File: src/rtl/arb_pkg.sv
// Shared types and parameter encodings for grant_arbiter and its priority encoders.
package arb_pkg;

    typedef enum logic {
        IDLE = 1'b0,
        HOLD = 1'b1
    } arb_state_t;

    localparam string TYPE_PRIORITY    = "PRIORITY";
    localparam string TYPE_ROUND_ROBIN = "ROUND_ROBIN";

    localparam string BLOCK_NONE        = "NONE";
    localparam string BLOCK_REQUEST     = "REQUEST";
    localparam string BLOCK_ACKNOWLEDGE = "ACKNOWLEDGE";

    localparam string LSB_LOW  = "LOW";
    localparam string LSB_HIGH = "HIGH";

    function automatic bit arb_ports_ok(input int ports);
        return ports >= 2;
    endfunction

endpackage

File: src/rtl/priority_encoder.sv
// Priority encoder: index and one-hot of the winning set bit.
// LSB_PRIORITY="LOW" lets bit 0 win, "HIGH" lets the top bit win.
module priority_encoder
    import arb_pkg::*;
#(
    parameter int    WIDTH        = 4,
    parameter string LSB_PRIORITY = "LOW"
) (
    input  logic [WIDTH-1:0]         input_unencoded,
    output logic                     output_valid,
    output logic [$clog2(WIDTH)-1:0] output_encoded,
    output logic [WIDTH-1:0]         output_unencoded
);

    localparam int IW = $clog2(WIDTH);

    always_comb begin
        output_encoded = '0;
        if (LSB_PRIORITY == LSB_LOW) begin
            // scan downward so the lowest set bit is written last
            for (int i = WIDTH - 1; i >= 0; i--) begin
                if (input_unencoded[i]) output_encoded = IW'(i);
            end
        end else begin
            for (int i = 0; i < WIDTH; i++) begin
                if (input_unencoded[i]) output_encoded = IW'(i);
            end
        end
    end

    assign output_valid     = |input_unencoded;
    assign output_unencoded = output_valid ? (WIDTH'(1) << output_encoded) : '0;

endmodule

File: src/rtl/grant_arbiter.sv
// Shares one downstream resource among PORTS requesters with fixed or round-robin
// arbitration, optionally holding a grant until request drop or acknowledge.
module grant_arbiter
    import arb_pkg::*;
#(
    parameter int    PORTS        = 4,
    parameter string TYPE         = "PRIORITY",
    parameter string BLOCK        = "NONE",
    parameter string LSB_PRIORITY = "LOW"
) (
    input  logic                     clk,
    input  logic                     rst,
    input  logic [PORTS-1:0]         request,
    input  logic [PORTS-1:0]         acknowledge,
    output logic [PORTS-1:0]         grant,
    output logic                     grant_valid,
    output logic [$clog2(PORTS)-1:0] grant_encoded
);

    localparam int IW       = $clog2(PORTS);
    localparam bit IS_RR    = (TYPE == TYPE_ROUND_ROBIN);
    localparam bit IS_NONE  = (BLOCK == BLOCK_NONE);
    localparam bit IS_ACK   = (BLOCK == BLOCK_ACKNOWLEDGE);
    localparam bit IS_LOW   = (LSB_PRIORITY == LSB_LOW);
    localparam bit CFG_OK   = arb_ports_ok(PORTS)
                            && (IS_RR || TYPE == TYPE_PRIORITY)
                            && (IS_NONE || IS_ACK || BLOCK == BLOCK_REQUEST)
                            && (IS_LOW || LSB_PRIORITY == LSB_HIGH);

    if (!CFG_OK) begin : g_bad_cfg
        $error("grant_arbiter: illegal PORTS/TYPE/BLOCK/LSB_PRIORITY setting");
    end

    arb_state_t       r_state;
    logic [PORTS-1:0] r_grant;
    logic             r_valid;
    logic [IW-1:0]    r_idx;

    logic             w_u_valid;
    logic [IW-1:0]    w_u_idx;
    logic [PORTS-1:0] w_u_onehot;

    logic             w_pick_valid;
    logic [IW-1:0]    w_pick_idx;
    logic [PORTS-1:0] w_pick_onehot;

    logic             w_release;
    logic             w_arbitrate;
    logic             w_load;

    priority_encoder #(
        .WIDTH        (PORTS),
        .LSB_PRIORITY (LSB_PRIORITY)
    ) u_enc (
        .input_unencoded  (request),
        .output_valid     (w_u_valid),
        .output_encoded   (w_u_idx),
        .output_unencoded (w_u_onehot)
    );

    if (IS_RR) begin : g_rr
        logic [PORTS-1:0] r_mask;
        logic [PORTS-1:0] w_next_mask;
        logic [PORTS-1:0] w_req_masked;
        logic             w_m_valid;
        logic [IW-1:0]    w_m_idx;
        logic [PORTS-1:0] w_m_onehot;

        assign w_req_masked = request & r_mask;

        priority_encoder #(
            .WIDTH        (PORTS),
            .LSB_PRIORITY (LSB_PRIORITY)
        ) u_enc_masked (
            .input_unencoded  (w_req_masked),
            .output_valid     (w_m_valid),
            .output_encoded   (w_m_idx),
            .output_unencoded (w_m_onehot)
        );

        // Next search window starts just past the port being granted.
        always_comb begin
            w_next_mask = '0;
            for (int i = 0; i < PORTS; i++) begin
                if (IS_LOW) w_next_mask[i] = (i > int'(w_pick_idx));
                else        w_next_mask[i] = (i < int'(w_pick_idx));
            end
        end

        always_ff @(posedge clk or posedge rst) begin
            if (rst)         r_mask <= '1;
            else if (w_load) r_mask <= w_next_mask;
        end

        assign w_pick_valid  = w_m_valid | w_u_valid;
        assign w_pick_idx    = w_m_valid ? w_m_idx    : w_u_idx;
        assign w_pick_onehot = w_m_valid ? w_m_onehot : w_u_onehot;
    end else begin : g_fixed
        assign w_pick_valid  = w_u_valid;
        assign w_pick_idx    = w_u_idx;
        assign w_pick_onehot = w_u_onehot;
    end

    assign w_release   = IS_ACK ? acknowledge[r_idx] : ~request[r_idx];
    assign w_arbitrate = (r_state == IDLE) || w_release;
    assign w_load      = w_arbitrate && w_pick_valid;

    always_ff @(posedge clk or posedge rst) begin
        if (rst) begin
            r_state <= IDLE;
            r_grant <= '0;
            r_valid <= 1'b0;
            r_idx   <= '0;
        end else if (w_arbitrate) begin
            if (w_pick_valid) begin
                r_state <= IS_NONE ? IDLE : HOLD;
                r_grant <= w_pick_onehot;
                r_valid <= 1'b1;
                r_idx   <= w_pick_idx;
            end else begin
                r_state <= IDLE;
                r_grant <= '0;
                r_valid <= 1'b0;
                r_idx   <= '0;
            end
        end
    end

    assign grant         = r_grant;
    assign grant_valid   = r_valid;
    assign grant_encoded = r_idx;

endmodule
File: config.mk
export PLATFORM = sky130hd
export DESIGN_NAME = grant_arbiter
export DESIGN_NICKNAME = d
export VERILOG_FILES = /design/src/rtl/arb_pkg.sv /design/src/rtl/priority_encoder.sv /design/src/rtl/grant_arbiter.sv
export SDC_FILE = /design/constraint.sdc
export NUM_CORES = 1
export LEC_CHECK = 0
export ABC_AREA = 1
export ABC_CLOCK_PERIOD_IN_PS = 800
export BUFFER_PORTS_ARGS = -buffer_cell sky130_fd_sc_hd__buf_2
export CORE_AREA = 2 2 39 41
export CTS_BUF_LIST = sky130_fd_sc_hd__clkbuf_2 sky130_fd_sc_hd__clkbuf_4 sky130_fd_sc_hd__clkbuf_8
export CTS_CLUSTER_SIZE = 25
export DETAILED_ROUTE_END_ITERATION = 6
export DIE_AREA = 0 0 41 43
export GPL_ROUTABILITY_DRIVEN = 0
export GPL_TIMING_DRIVEN = 0
export PLACE_DENSITY = 0.53
export SETUP_SLACK_MARGIN = 0.3
export SYNTH_ARGS = -nofsm -noshare
export SYNTH_HDL_FRONTEND = slang
export SYNTH_SLANG_ARGS = --single-unit
File: constraint.sdc
create_clock -name clk -period 0.8 [get_ports clk]
set_input_delay 0.04 -clock clk [delete_from_list [all_inputs] [get_ports clk]]
set_output_delay 0.04 -clock clk [all_outputs]
set_load 0.05 [all_outputs]
Word-level counts from Yosys, hierarchy flattened
Cells that the tools add are included.
{"block": "totals", "elab_cells": 12, "in_bits": 10, "regBits": 7, "out_inout_bits": 7}
{"block": "classes", "shifts": 1, "muxes": 7, "reduce_logical": 1}
{"op": "$mux 2", "count": 5}
{"op": "$mux 4", "count": 1}
{"op": "$reduce_or 4->1", "count": 1}
{"op": "$shl 1x2->4 const A", "count": 1}
{"op": "$mux 1", "count": 1}

Logic depth before layout (Yosys ltp)
Gate-level depths: netlist of the first run.
{"block": "logic_depth", "ltp_word": 6, "ltp_mapped": 5, "ltp_nobuf": 5}

Cells and area by module
From an unflattened synthesis of the first run, not the netlist that was laid out.
{"block": "hier_totals", "cells_unflattened": 33, "area_unflattened_um2": 276.5}
{"module": "grant_arbiter", "area_per_inst_um2": 224.0, "seq_area_each_um2": 175.2, "n_inst": 1, "cells_each": 20}
{"module": "priority_encoder", "area_per_inst_um2": 52.6, "seq_area_each_um2": 0.0, "n_inst": 1, "cells_each": 13}

Least setup slack after synthesis of the first run
No wires, ideal clock.
{"block": "synth_timing", "path_type": "register to output", "start": "reg r_grant[0] (netlist: grant[0])", "end": "out grant[0]", "t_required_ps": 760, "setup_slack_ps": 174, "n_path_buf": 0, "stages_incl_launch_ff": 1, "t_arrival_ps": 586, "cell_sequence": "dfrtp_1"}
{"element": "start: declaration", "line": "grant_arbiter.sv:35", "source": "logic [PORTS-1:0] r_grant;"}
{"element": "start signal: assignment", "line": "grant_arbiter.sv:117", "source": "r_grant <= w_pick_onehot;"}
{"element": "end: declaration", "line": "grant_arbiter.sv:15", "source": "output logic [PORTS-1:0] grant,"}
No word-level cell between the ends.

Final worst setup path of the first run
{"block": "layout_timing", "start": "reg r_grant[0] (netlist: grant[0])", "end": "out grant[0]"}
No word-level cell between the ends.

==> impl_table.tex, run 1 <==
\begin{tabular}{lr}
\hline
Metric & Value \\
\hline
\multicolumn{2}{l}{\textbf{Drt}} \\
DR pass1 iterations & 4 \\
Initial DRC count & 1 \\
Vias per Instance & $\sim$3.4 \\
Vias post-DR & $\sim$190 \\
Routed length per placed instance & roughly 7 um \\
DRC & 0 \\
Post-DRT Antenna Nets & 0 \\
Routed wire length & 390 um \\
\multicolumn{2}{l}{\textbf{GRT}} \\
Remaining global-route overflow & 0 \\
Largest net degree at the start of global routing & 8 \\
Number of antenna violations at the first check in global routing & 0 \\
Overall global routing resource usage & between 6 and 7\% \\
Vias in the first global route & approximately 180 \\
Wire length of the first global-routing pass & between 600 and 700 um \\
\multicolumn{2}{l}{\textbf{Pwr}} \\
Worst ir drop on vdd & approximately 0.44 mV \\
Areal power density over the cells & between 2000 and 2500 nW/um\^{}2 \\
Leakage dissipation & just over 0.2 nW \\
\multicolumn{2}{l}{\textbf{Clocking}} \\
Number of setup buffers added after CTS & 0 \\
H-tree depth reported by CTS & 1 \\
Buffers from clock root to sink, at most & 2 \\
Clock tree from TritonCTS & yes \\
Number of CTS-inserted buffers & 3 \\
Clock sinks & 7 \\
Root buf cell & sky130\_fd\_sc\_hd\_\_clkbuf\_4 \\
Post-CTS Hold Buffers & 1 \\
Register clock-pin slew on the reported worst setup and hold paths & 0.05 ns \\
\multicolumn{2}{l}{\textbf{Worst setup path}} \\
CP cell instances & buf\_6 \\
Required time of the critical path & 0.76 ns \\
Max FO, Critical Path & 1 \\
Master of the slowest instance on the critical path & sky130\_fd\_sc\_hd\_\_dfrtp\_2 \\
Dominant delay contributor by cell family on the critical path & flip-flops \\
Number of buffers and inverters on the critical path & 1 \\
Critical path arrival & 0.79 ns \\
Critical Path Sink Type & output pin \\
Slowest Stage Delay on Critical Path & roughly 0.39 ns \\
Critical setup path kind & reg2out \\
Crit start category & flop \\
\multicolumn{2}{l}{\textbf{Floorplan}} \\
Number of I/O pins & 17 \\
Area of the core region & between 1000 and 1500 um\^{}2 \\
Die span in x & about 41 um \\
Starting density of the core & 17.8\% \\
Die Y-Extent & between 40 and 50 um \\
Cell Rows & 14 \\
Die outline area & about 1800 um\^{}2 \\
\multicolumn{2}{l}{\textbf{STA}} \\
Final count of hold timing violations & 0 \\
Final period util & 103\% \\
Slew Limit Fails & 0 \\
Relative max-transition margin & 90.4\% \\
F\_max & $\sim$1200 MHz \\
Tmin final & between 0.8 and 0.9 ns \\
Min Hold Slack & between 0.002 and 0.003 ns \\
Pin slew with the least headroom to its limit & 0.144 ns \\
Total setup violations reported at the end of the flow & 7 \\
Setup slack after layout & -0.0251 ns \\
Setup repair after global routing missed its margin & true \\
\multicolumn{2}{l}{\textbf{Synth}} \\
Part of the Yosys area used for sequential elements & $\sim$70\% \\
Share of async-settable or async-resettable flops after synthesis & 100\% \\
Top cells by count, synth & sky130\_fd\_sc\_hd\_\_dfrtp\_1, sky130\_fd\_sc\_hd\_\_inv\_2, sky130\_fd\_sc\_hd\_\_nor2\_1 \\
Cell area after synthesis & between 200 and 250 um\^{}2 \\
Top cell type by total area after synthesis & sky130\_fd\_sc\_hd\_\_dfrtp\_1 \\
Distinct cell type count of the synthesized netlist & 9 \\
Syn. warnings & 0 \\
Synth top area share & a little over 70\% \\
Cell types with the largest area share after synthesis & sky130\_fd\_sc\_hd\_\_dfrtp\_1, sky130\_fd\_sc\_hd\_\_nand2\_2, sky130\_fd\_sc\_hd\_\_nor2\_2 \\
Post-Synth Adder-Cell Area & 0\% \\
Post-Synth XOR/XNOR Area & 0\% \\
Synth Area in Compound Gates & 0\% \\
Post-synthesis instance total & 23 \\
Leading register cell type out of synthesis & sky130\_fd\_sc\_hd\_\_dfrtp\_1 \\
Number of synthesized register bits & 7 \\
Combinational family with the most area after synthesis & simple AND/OR/NAND/NOR gates \\
Average cell area after synthesis & approximately 11 um\^{}2 \\
Synth Area in Simple Gates & about a fifth \\
Multiplexer area fraction after synthesis & 0\% \\
Net count of the mapped netlist & 33 \\
Most common cell in the netlist & sky130\_fd\_sc\_hd\_\_dfrtp\_1 \\
Number of flops mapped to enable cells by yosys & 0 \\
\multicolumn{2}{l}{\textbf{Hold path}} \\
Classification of the worst-slack hold path & in2reg \\
\multicolumn{2}{l}{\textbf{Layout}} \\
Final standard cell area without fillers & around 420 um\^{}2 \\
Share of cells above drive strength 1 & between 70\% and 80\% \\
Area growth, synth to finish & 71.6\% \\
Number of inserted diodes & 0 \\
Final Net Count & between 50 and 60 \\
\multicolumn{2}{l}{\textbf{Run}} \\
Max-cap violations & 0 \\
\multicolumn{2}{l}{\textbf{Status}} \\
Outcome & finished with violations \\
Violated checks & negative setup slack \\
\multicolumn{2}{l}{\textbf{Place}} \\
\# port buffers & 12 \\
DP Area & 335 um\^{}2 \\
Detailed placer's ending HPWL & 309 um \\
\hline
\end{tabular}
==> report_power, final <==
| part | switching, mW | internal [mW] |
|---|---|---|
| Clock | 0.119 | 0.223 |
| Sequential | 0.00694 | 0.374 |
| Combinational | 0.0978 | 0.0547 |
==> cell families after synthesis <==
logic type | Yosys count
buffers and inverters | 6
AND/OR/NAND/NOR | 10
flip-flops | 7
==> metrics by stage <==
step	worst slack, ns	total power, mW	instances	TNS [ns]	util [%]
after floorplan	0.275	0.475	23	0	-
after global placement	0.189	0.510	51	0	24.2
after detailed placement	0.191	0.511	51	0	24.2
after CTS	-0.0373	0.890	56	-0.240	30.3
after global routing	-0.0509	0.920	56	-0.325	30.6
final	-0.0251	0.876	56	-0.161	30.6
==> path summary, 6_finish.rpt <==
kind,cells past startpoint,startpoint,endpoint
max,1,grant[0],grant[0]
min,2,request[0],grant[0]
max in group asynchronous,3,rst,grant[0]
min in group asynchronous,3,rst,grant[2]
==> registers in the layout (all words and copies together) (netlist names) <==
register,flops
grant,4
grant_valid,1
grant_encoded,2
==> timing repair <==
item | in CTS | in global routing
hold endpoints to repair | 8 | 1
gates resized for setup | 14 | 1
setup endpoints to repair | 7 | 14
==> final cells by class <==
class | count | area (um^2)
timing repair buffer | 13 | 114
clock buffer | 4 | 30.0
sequential | 7 | 184
buffer | 1 | 3.75
fill | 151 | 961
tap | 16 | 20.0
inverter | 5 | 22.5
multi-input combinational | 10 | 48.8
==> cell usage in the layout, fill, tap and decap left out, drive strengths merged <==
| cell type | count |
|---|---|
| nor2 | 5 |
| clkbuf | 5 |
| dfrtp | 7 |
| dlygate4sd3 | 1 |
| clkinvlp | 1 |
| nand3 | 1 |
| inv | 4 |
| nand2 | 4 |
| buf | 12 |
==> metal layers <==
layer / up-vias / global-route usage [%] / part of all wire, %
li1: 98 / - / -
met1: 78 / 5.61 / 36
met2: 10 / 7.50 / 52
met3: 2 / 3.14 / 9.0
met4: 0 / 10.0 / 2.1
met5: - / 0 / 0
(Power assumes the default switching activity.)
==> run 2: changes to the inputs <==
--- a/config.mk
+++ b/config.mk
@@ -16,6 +16,7 @@
 export GPL_ROUTABILITY_DRIVEN = 0
 export GPL_TIMING_DRIVEN = 0
 export PLACE_DENSITY = 0.53
+export REMOVE_ABC_BUFFERS = 1
 export SETUP_SLACK_MARGIN = 0.3
 export SYNTH_ARGS = -nofsm -noshare
 export SYNTH_HDL_FRONTEND = slang
==> run 2 against run 1 <==
The flow finishes with violations (negative hold slack, negative setup slack). Routed wire length down 4.1%. Utilization down 0.90 points. Count of clock-buffer cells in the layout unchanged. Final cell count down 1.8%. Highest routed layer is now met3. Cell area down 3.0%. Setup slack better by 0.023 ns. Sequential cell count unchanged. First-iteration DRC count unchanged. Combinational power about the same. Critical endpoint is now grant_valid. Die area unchanged.
==> impl_table.tex, run 2 (same netlist as run 1, synthesis figures left out) <==
\begin{tabular}{lr}
\hline
Metric & Value \\
\hline
\multicolumn{2}{l}{\textbf{Drt}} \\
DR pass1 iterations & 2 \\
Routed wl met2 & 223 um \\
Met3 wire length & around 23 um \\
DRC & 0 \\
Vias per Instance & approximately 3.5 \\
Routed length per placed instance & 6.80 um \\
Post-DRT Antenna Nets & 0 \\
Detailed-routing wirelength on met1 & between 100 and 150 um \\
Vias post-DR & between 150 and 200 \\
Initial DRC count & 1 \\
Uppermost routed layer & met3 \\
Routed wire length & between 300 and 400 um \\
\multicolumn{2}{l}{\textbf{Worst setup path}} \\
CP cell instances & buf\_6 \\
Worst setup path startpoint & grant\_valid \\
Crit start category & flop \\
Critical setup path kind & reg2out \\
Slowest Stage Delay on Critical Path & between 0.3 and 0.4 ns \\
Capturing instance or port of the critical path & grant\_valid \\
Critical path arrival & roughly 0.76 ns \\
Number of buffers and inverters on the critical path & 1 \\
Critical Path Sink Type & output pin \\
Required time of the critical path & about 0.76 ns \\
Max FO, Critical Path & 1 \\
Master of the slowest instance on the critical path & sky130\_fd\_sc\_hd\_\_dfrtp\_1 \\
Crit path depth & 1 \\
Dominant delay contributor by cell family on the critical path & flip-flops \\
\multicolumn{2}{l}{\textbf{Floorplan}} \\
Die outline area & between 1500 and 2000 um\^{}2 \\
Number of I/O pins & 17 \\
Die Y-Extent & roughly 43 um \\
Die span in x & 41 um \\
Area of the core region & between 1000 and 1500 um\^{}2 \\
Starting density of the core & 17.8\% \\
Cell Rows & 14 \\
\multicolumn{2}{l}{\textbf{STA}} \\
Relative max-transition margin & about 90\% \\
Final period util & 100\% \\
Setup slack after layout & -0.00191 ns \\
Final count of hold timing violations & 1 \\
Final sum of negative setup slack & -0.00376 ns \\
Total setup violations reported at the end of the flow & 3 \\
Slew Limit Fails & 0 \\
Min Hold Slack & -0.0709 ns \\
Tmin final & about 0.8 ns \\
Pin slew with the least headroom to its limit & around 0.14 ns \\
F\_max & approximately 1200 MHz \\
Setup repair after global routing missed its margin & true \\
\multicolumn{2}{l}{\textbf{Pwr}} \\
Clk pwr share & 39.0\% \\
Flop pwr share & between 40\% and 50\% \\
Net Sw Frac & about a quarter \\
Areal power density over the cells & $\sim$2100 nW/um\^{}2 \\
Net switching power of the design & about 0.22 mW \\
Combinational fraction of design power & 17.4\% \\
Leakage dissipation & around 0.21 nW \\
Worst ir drop on vdd & a little under 0.5 mV \\
Internal portion of total power & between 0.6 and 0.7 mW \\
\multicolumn{2}{l}{\textbf{GRT}} \\
Overall global routing resource usage & under 10\% \\
Remaining global-route overflow & 0 \\
Number of antenna violations at the first check in global routing & 0 \\
Largest net degree at the start of global routing & 8 \\
Vias in the first global route & about 200 \\
Wire length of the first global-routing pass & 614 um \\
\multicolumn{2}{l}{\textbf{Layout}} \\
Share of cells above drive strength 1 & roughly three fifths \\
Number of flip-flops in the largest register & 4 \\
Most frequent cells in the layout & sky130\_fd\_sc\_hd\_\_dfrtp\_1, sky130\_fd\_sc\_hd\_\_buf\_6, sky130\_fd\_sc\_hd\_\_buf\_2 \\
Number of inserted diodes & 0 \\
Area growth, synth to finish & 66.5\% \\
Fill count & roughly 150 \\
Final Net Count & 50 \\
\multicolumn{2}{l}{\textbf{Clocking}} \\
Clock tree from TritonCTS & yes \\
H-tree depth reported by CTS & 1 \\
Number of CTS-inserted buffers & 3 \\
Root buf cell & sky130\_fd\_sc\_hd\_\_clkbuf\_4 \\
Register clock-pin slew on the reported worst setup and hold paths & around 0.050 ns \\
Buffers from clock root to sink, at most & 2 \\
Number of setup buffers added after CTS & 0 \\
Post-CTS Hold Buffers & 1 \\
Clock sinks & 7 \\
\multicolumn{2}{l}{\textbf{Status}} \\
Outcome & finished with violations \\
Violated checks & negative hold slack, negative setup slack \\
\multicolumn{2}{l}{\textbf{Place}} \\
Detailed placer's ending HPWL & around 320 um \\
\# port buffers & 12 \\
\multicolumn{2}{l}{\textbf{Hold path}} \\
Classification of the worst-slack hold path & in2reg \\
\multicolumn{2}{l}{\textbf{Run}} \\
Max-cap violations & 0 \\
\hline
\end{tabular}
-- run 2: changes by cell type in the layout (fill, tap and decap cells not counted) --
cell,previous run,this run
sky130_fd_sc_hd__dfrtp_2,7,0
sky130_fd_sc_hd__dfrtp_1,0,7
sky130_fd_sc_hd__clkbuf_1,1,0
-- run 2: layout make-up --
class | count | area [um^2] | share of cell area [%]
multi-input combinational | 10 | 48.8 | 11.9
tap | 16 | 20.0 | 4.88
timing repair buffer | 13 | 114 | 27.7
inverter | 5 | 22.5 | 5.49
clock buffer | 4 | 30.0 | 7.32
sequential | 7 | 175 | 42.7
-- run 2: routing by layer --
layer  global-route usage (%)  up-vias
met5                        0        -
met4                     10.0        0
met3                     1.57        0
met2                     8.44        7
met1                     4.28       90
li1                         -       96
-- run 2: metrics by stage --
stage	cell area (um^2)	power, mW	util, %	std cells	setup slack, ns
finish	410	0.868	29.7	55	-0.00191
CTS	407	0.882	29.4	55	-0.0161
floorplan	243	0.470	-	22	0.174
global placement	323	0.506	23.3	50	0.203
detailed placement	323	0.507	23.3	50	0.203
global route	410	0.917	29.7	55	-0.0381
-- run 2: power by group through the flow --
| stage | sequential, mW | combinational [mW] | clock (mW) |
|---|---|---|---|
| floorplan | 0.440 | 0.0295 | 0 |
| global placement | 0.380 | 0.126 | 0 |
| detailed placement | 0.380 | 0.127 | 0 |
| CTS | 0.378 | 0.151 | 0.353 |
| global route | 0.379 | 0.162 | 0.376 |
| finish | 0.378 | 0.151 | 0.339 |
-- run 2: worst min-delay path by stage --
stage	startpoint	endpoint	slack [ns]	cells after the start
floorplan	rst	grant[0]	-0.16	1
global placement	rst	grant_encoded[0]	-0.03	2
detailed placement	rst	grant_encoded[0]	-0.02	2
CTS	request[0]	grant[0]	-0.08	1
global route	request[0]	grant[0]	-0.08	1
finish	request[0]	grant[0]	-0.07	1
-- run 2: what timing repair did --
action,CTS,global route
endpoints found under the setup margin,7,14
gates resized for setup,14,1
endpoints found under the hold margin,8,1
